`src/rtl/puf_ctrl_pkg.sv`:
```
// ============================================================================
// puf_ctrl_pkg : shared FSM states and sizing helpers for the PUF sequencer
// Rev 1.0
// ============================================================================
`default_nettype none

package puf_ctrl_pkg;

    typedef enum logic [2:0] {
        ST_IDLE   = 3'd0,
        ST_ARM    = 3'd1,
        ST_RELAX  = 3'd2,
        ST_SAMPLE = 3'd3,
        ST_EMIT   = 3'd4
    } state_e;

    localparam int c_vote_count = 3;
    localparam int c_vote_w     = 2;

    function automatic int cnt_width(input int run_cycles, input int relax_cycles);
        int m;
        m = (run_cycles > relax_cycles) ? run_cycles : relax_cycles;
        return $clog2(m + 1);
    endfunction

endpackage

`default_nettype wire

```
`src/rtl/puf_resp_packer.sv`:
```
// ============================================================================
// puf_resp_packer : LSB-first response packer holding a word for valid/ready
// Rev 1.0
// ============================================================================
`default_nettype none

module puf_resp_packer #(
    parameter int WORD_BITS = 32
) (
    input  logic                 clk,
    input  logic                 reset,
    input  logic                 clear_i,
    input  logic                 push_i,
    input  logic                 bit_i,
    input  logic                 emit_i,
    input  logic                 last_i,
    input  logic                 ready_i,
    output logic [WORD_BITS-1:0] resp_data_o,
    output logic                 resp_valid_o,
    output logic                 resp_last_o,
    output logic                 full_next_o
);

    logic [WORD_BITS-1:0] data_q, data_d;
    logic [WORD_BITS-1:0] pos_q, pos_d;
    logic                 valid_q, valid_d;
    logic                 last_q, last_d;

    // pos_q is a one-hot fill index; unwritten positions stay zero after clear
    always_comb begin
        data_d  = data_q;
        pos_d   = pos_q;
        valid_d = valid_q;
        last_d  = last_q;
        if (clear_i) begin
            data_d  = '0;
            pos_d   = WORD_BITS'(1);
            valid_d = 1'b0;
            last_d  = 1'b0;
        end else begin
            if (push_i) begin
                if (bit_i) begin
                    data_d = data_q | pos_q;
                end
                pos_d = pos_q << 1;
            end
            if (emit_i) begin
                valid_d = 1'b1;
                last_d  = last_i;
            end
            if (valid_q && ready_i) begin
                valid_d = 1'b0;
                last_d  = 1'b0;
            end
        end
    end

    always_ff @(posedge clk or posedge reset) begin
        if (reset) begin
            data_q  <= '0;
            pos_q   <= WORD_BITS'(1);
            valid_q <= 1'b0;
            last_q  <= 1'b0;
        end else begin
            data_q  <= data_d;
            pos_q   <= pos_d;
            valid_q <= valid_d;
            last_q  <= last_d;
        end
    end

    assign resp_data_o  = data_q;
    assign resp_valid_o = valid_q;
    assign resp_last_o  = last_q;
    assign full_next_o  = pos_q[WORD_BITS-1];

endmodule

`default_nettype wire

```
`src/rtl/puf_challenge_sequencer.sv`:
```
// ============================================================================
// puf_challenge_sequencer : sweeps DelayPUF challenges and packs the responses
// Option macro PUF_MAJORITY_VOTE_EN : 2-of-3 vote per challenge.   Rev 1.0
// ============================================================================
`default_nettype none

module puf_challenge_sequencer
    import puf_ctrl_pkg::*;
#(
    parameter int PUF_LENGTH   = 8,
    parameter int WORD_BITS    = 32,
    parameter int RUN_CYCLES   = 10,
    parameter int RELAX_CYCLES = 10
) (
    input  logic                  clk,
    input  logic                  reset,
    input  logic                  start,
    input  logic                  abort,
    input  logic [PUF_LENGTH-1:0] first_chal,
    input  logic [PUF_LENGTH-1:0] last_chal,
    output logic [PUF_LENGTH-1:0] puf_challenge,
    output logic                  puf_run,
    input  logic                  puf_result,
    output logic [WORD_BITS-1:0]  resp_data,
    output logic                  resp_valid,
    input  logic                  resp_ready,
    output logic                  resp_last,
    output logic                  busy,
    output logic                  done
);

    localparam int                c_cnt_w      = cnt_width(RUN_CYCLES, RELAX_CYCLES);
    localparam logic [c_cnt_w-1:0] c_run_last   = c_cnt_w'(RUN_CYCLES - 1);
    localparam logic [c_cnt_w-1:0] c_relax_last = c_cnt_w'(RELAX_CYCLES - 1);

    state_e                  state_q, state_d;
    logic [c_cnt_w-1:0]      cnt_q, cnt_d;
    logic [PUF_LENGTH-1:0]   chal_q, chal_d;
    logic [PUF_LENGTH-1:0]   last_q, last_d;
    logic                    done_q, done_d;

    logic w_pk_clear, w_pk_push, w_pk_emit, w_pk_last, w_full_next;
    logic w_final_eval, w_sample_bit, w_is_last;

    assign w_is_last = (chal_q == last_q);

`ifdef PUF_MAJORITY_VOTE_EN
    logic [c_vote_w-1:0] vote_q;
    logic [c_vote_w-1:0] ones_q;
    logic [c_vote_w-1:0] w_ones_sum;

    assign w_ones_sum   = ones_q + c_vote_w'(puf_result);
    assign w_final_eval = (vote_q == c_vote_w'(c_vote_count - 1));
    assign w_sample_bit = (w_ones_sum >= c_vote_w'(2));

    always_ff @(posedge clk or posedge reset) begin
        if (reset) begin
            vote_q <= '0;
            ones_q <= '0;
        end else if (abort || state_q == ST_IDLE) begin
            vote_q <= '0;
            ones_q <= '0;
        end else if (state_q == ST_SAMPLE) begin
            if (w_final_eval) begin
                vote_q <= '0;
                ones_q <= '0;
            end else begin
                vote_q <= vote_q + c_vote_w'(1);
                ones_q <= w_ones_sum;
            end
        end
    end
`else
    assign w_final_eval = 1'b1;
    assign w_sample_bit = puf_result;
`endif

    always_comb begin
        state_d    = state_q;
        cnt_d      = cnt_q;
        chal_d     = chal_q;
        last_d     = last_q;
        done_d     = 1'b0;
        w_pk_clear = 1'b0;
        w_pk_push  = 1'b0;
        w_pk_emit  = 1'b0;
        w_pk_last  = 1'b0;
        case (state_q)
            ST_IDLE: begin
                if (start) begin
                    state_d    = ST_ARM;
                    chal_d     = first_chal;
                    last_d     = last_chal;
                    cnt_d      = '0;
                    w_pk_clear = 1'b1;
                end
            end
            ST_ARM: begin
                if (cnt_q == c_run_last) begin
                    cnt_d   = '0;
                    state_d = ST_RELAX;
                end else begin
                    cnt_d = cnt_q + c_cnt_w'(1);
                end
            end
            ST_RELAX: begin
                if (cnt_q == c_relax_last) begin
                    cnt_d   = '0;
                    state_d = ST_SAMPLE;
                end else begin
                    cnt_d = cnt_q + c_cnt_w'(1);
                end
            end
            ST_SAMPLE: begin
                state_d = ST_ARM;
                if (w_final_eval) begin
                    w_pk_push = 1'b1;
                    if (w_full_next || w_is_last) begin
                        w_pk_emit = 1'b1;
                        w_pk_last = w_is_last;
                        state_d   = ST_EMIT;
                    end else begin
                        chal_d = chal_q + PUF_LENGTH'(1);
                    end
                end
            end
            ST_EMIT: begin
                if (resp_valid && resp_ready) begin
                    if (resp_last) begin
                        state_d = ST_IDLE;
                        done_d  = 1'b1;
                    end else begin
                        chal_d     = chal_q + PUF_LENGTH'(1);
                        w_pk_clear = 1'b1;
                        state_d    = ST_ARM;
                    end
                end
            end
            default: state_d = ST_IDLE;
        endcase
        // abort overrides everything, including a same-cycle start or handshake
        if (abort) begin
            state_d    = ST_IDLE;
            cnt_d      = '0;
            done_d     = 1'b0;
            w_pk_clear = 1'b1;
            w_pk_push  = 1'b0;
            w_pk_emit  = 1'b0;
        end
    end

    always_ff @(posedge clk or posedge reset) begin
        if (reset) begin
            state_q <= ST_IDLE;
            cnt_q   <= '0;
            chal_q  <= '0;
            last_q  <= '0;
            done_q  <= 1'b0;
        end else begin
            state_q <= state_d;
            cnt_q   <= cnt_d;
            chal_q  <= chal_d;
            last_q  <= last_d;
            done_q  <= done_d;
        end
    end

    puf_resp_packer #(
        .WORD_BITS (WORD_BITS)
    ) u_packer (
        .clk          (clk),
        .reset        (reset),
        .clear_i      (w_pk_clear),
        .push_i       (w_pk_push),
        .bit_i        (w_sample_bit),
        .emit_i       (w_pk_emit),
        .last_i       (w_pk_last),
        .ready_i      (resp_ready),
        .resp_data_o  (resp_data),
        .resp_valid_o (resp_valid),
        .resp_last_o  (resp_last),
        .full_next_o  (w_full_next)
    );

    assign puf_challenge = chal_q;
    assign puf_run       = (state_q == ST_ARM);
    assign busy          = (state_q != ST_IDLE);
    assign done          = done_q;

endmodule

`default_nettype wire

```
`config.mk`:
```
export PLATFORM = sky130hd
export DESIGN_NAME = puf_challenge_sequencer
export DESIGN_NICKNAME = d
export VERILOG_FILES = /design/src/rtl/puf_ctrl_pkg.sv /design/src/rtl/puf_resp_packer.sv /design/src/rtl/puf_challenge_sequencer.sv
export SDC_FILE = /design/constraint.sdc
export NUM_CORES = 1
export LEC_CHECK = 0
export CORE_UTILIZATION = 53
export DETAILED_ROUTE_END_ITERATION = 8
export GPL_ROUTABILITY_DRIVEN = 0
export GPL_TIMING_DRIVEN = 0
export PLACE_DENSITY = 0.87
export SYNTH_ARGS = -nofsm -noshare
export SYNTH_HDL_FRONTEND = slang
export SYNTH_SLANG_ARGS = --single-unit
```
`constraint.sdc`:
```
create_clock -name clk -period 3.39 [get_ports clk]
set_input_delay 0.5085 -clock clk [delete_from_list [all_inputs] [get_ports clk]]
set_output_delay 0.5085 -clock clk [all_outputs]
set_load 0.02 [all_outputs]
```
==> metrics.yaml <==
ys_types: 44
seq_area_um2: 2250
max_stage_delay_ns: 0.56
worstPathBufferInverterCount: 2
synthFlopType: "dfrtp_1"
antenna_found_initial: 0
r2r_slack_ns: 1.42
layout-drive-gt1-share: 0.108
row_count: 30
post_cts.repair.setup_buffers: 0
critical-path-top-delay-family: "buffers and inverters"
crit_required_ns: 2.88
synth_area_leaders: "dfrtp_1 57%, a21oi_1 9.4%, nand2_1 7.1%"
async_flop_share: 1.00
numPortBuffers: 66
period_needed_ns: 2.47
grt_setup_unrepaired: "false"
initialDrtViolationCount: 193
synthMuxAreaShare: 0.0260
cts_buffer_depth: 2
die-height_um: 87.8
clock_latency_ns: 0.36
die_w_um: 87.8
crit_chain: "buf_2 > or3_1 > clkdlybuf4s50_1"
antenna-diode-count: 0
yosys.area.top_type: "dfrtp_1"
yosysWarningCount: 0
multiInputGateArea_um2: 1500
timing.max_slew.rel_slack: 0.686
dpl.hpwl_mm: 5.95
tightest_slew_ns: 0.472
synth-edff-count: 0
path_depth: 3
synth_xor_area_frac: 0.0179
synth_nets: 425
path_max_fanout: 10
ys_seq_area_frac: 0.577
synth-compound-area-share: 0.162
synthesis.area_um2: 3900
cts_sinks: 90
ys_ff_latch: 90
overflow: 0
arrival_ns: 1.96
hold_violations: 0
start_util: 0.562
cts.htree.levels: 3
grt_first_pass_wirelength_mm: 14.1
p_leak_nw: 2.06
numCtsBuffers: 9
cp_slowest_cell: "clkdlybuf4s50_1"
fillers: 532
drc: 0
clk_pin_slew_ns: 0.09
finalPower_mw: 2.09
rr_startpoint: "state_q[2]"
syn_avg_cell_area_um2: 9.76
die_area_um2: 7710
synth_simple_gate_area_frac: 0.169
hold_path.class: "input port to async pin"
routed_via_density: 5.50
drv_cap: 0
drt-total-wl_mm: 8.38
setup_tns_ns: 0
wl_per_cell_um: 14.5
crit_type: "flop to output port"
setup_viol_count_final: 0
io_pins: 67
fmax_mhz: 406
endpoint_kind: "output port"
instances_no_fill: 579
dr.pass1.iters: 5
status: "completed"
cts.repair.resized: 0
drtAntennaViolNets: 0
cts_tree: "built"
grt_max_degree: 70
synth_top_family_by_area: "simple AND/OR/NAND/NOR gates"
skew_ns: 0.00711
netlist_instances: 400
synth_fa_ha_area_frac: 0.00961
netlist.area_leader.share: 0.570
grt_pass1_vias: 2982
final_cell_area_um2: 4900
r2r_end: "puf_challenge[1]"
final_nets: 503
placed_area_um2: 4720
fin_crit_sh: 0.727
final_util: 0.705
drv_slew: 0
core_area_um2: 6940
power.density_nw_per_um2: 426
reg2reg_depth: 6
start_kind: "flop"
cts_root_buffer: "clkbuf_8"
track_usage: 0.240
vias: 3184
cts_hold_buffers: 0
syn2layout_area_growth_pct: 25.4
vdd_drop_max_mv: 0.306
dp.cells: 563
==> logic make-up after synthesis <==
logic type	count (synthesis)
AOI/OAI and AO/OA	108
xor gates and xnor gates	8
adders and majority gates	3
buffers and inverters	31
DFF	90
muxes	9
and+or+nand+nor	151
==> placed cells by master, fill, tap and decap left out, types with 2 or more instances in the layout <==
cell type	count
o21ai_2	2
a22oi_1	4
xnor2_1	8
o22ai_1	3
nand3b_1	2
clkdlybuf4s50_1	66
o21a_1	2
clkbuf_8	9
nand3_1	7
dfrtp_1	89
nand4_1	3
or3_1	2
a21oi_1	73
nand2b_1	4
clkbuf_1	7
o21ai_0	10
nand2_1	74
inv_6	3
nor2_1	44
mux2_2	9
nor2b_1	5
buf_2	12
buf_4	3
inv_1	7
nand2_2	2
o2bb2a_1	4
ha_1	3
==> worst max-delay path by stage <==
stage | start | end | slack (ns)
floorplan | reset | cnt_q[0] | 0.55
global route | state_q[0] | puf_run | 0.84
finish | state_q[0] | busy | 0.92
detailed placement | start | u_packer.resp_data_o[17] | 1.03
global placement | reset | u_packer.resp_data_o[22] | -0.69
CTS | state_q[0] | busy | 0.91
==> cell usage after synthesis (4+ instances only) <==
cell,count
a21oi_1,73
a22oi_1,4
buf_2,12
clkbuf_1,7
dfrtp_1,89
inv_1,8
mux2_2,9
nand2_1,74
nand2b_1,4
nand3_1,7
nor2_1,44
nor2b_1,5
o21ai_0,10
o2bb2a_1,4
xnor2_1,8
==> flip-flops by register name (all words and copies together), names as in the netlist <==
signal,cells
u_packer.pos_q,32
u_packer.resp_data_o,32
last_q,8
puf_challenge,8
cnt_q,4
state_q,3
done,1
u_packer.resp_last_o,1
u_packer.resp_valid_o,1
==> layout make-up <==
type                       instances  area share
clock buffer                       9      0.0253
timing repair buffer              67       0.140
tap                               96      0.0245
multi-input combinational        279       0.307
clock inverter                     7      0.0120
buffer                            23      0.0245
sequential                        90       0.460
inverter                           8     0.00664
==> metrics by stage <==
step	worst slack (ns)	hold slack [ns]
2_1_floorplan	0.548	0.490
3_5_place_dp	1.03	0.488
6_report	0.925	0.450
5_1_grt	0.843	0.475
3_3_place_gp	-0.693	0.477
4_1_cts	0.908	0.448
==> power breakdown <==
part,internal (mW),switching (mW)
registers,1.10,0.0401
clock network,0.279,0.408
logic,0.125,0.128
==> per-layer routing <==
layer | routed length (um) | track usage | up-vias
met2 | 4100 | 0.374 | 119
met5 | 0 | 0 | -
met3 | 416 | 0.0462 | 12
met1 | 3730 | 0.338 | 1537
met4 | 127 | 0.0849 | 0
li1 | - | - | 1516
(Power assumes the default switching activity.)
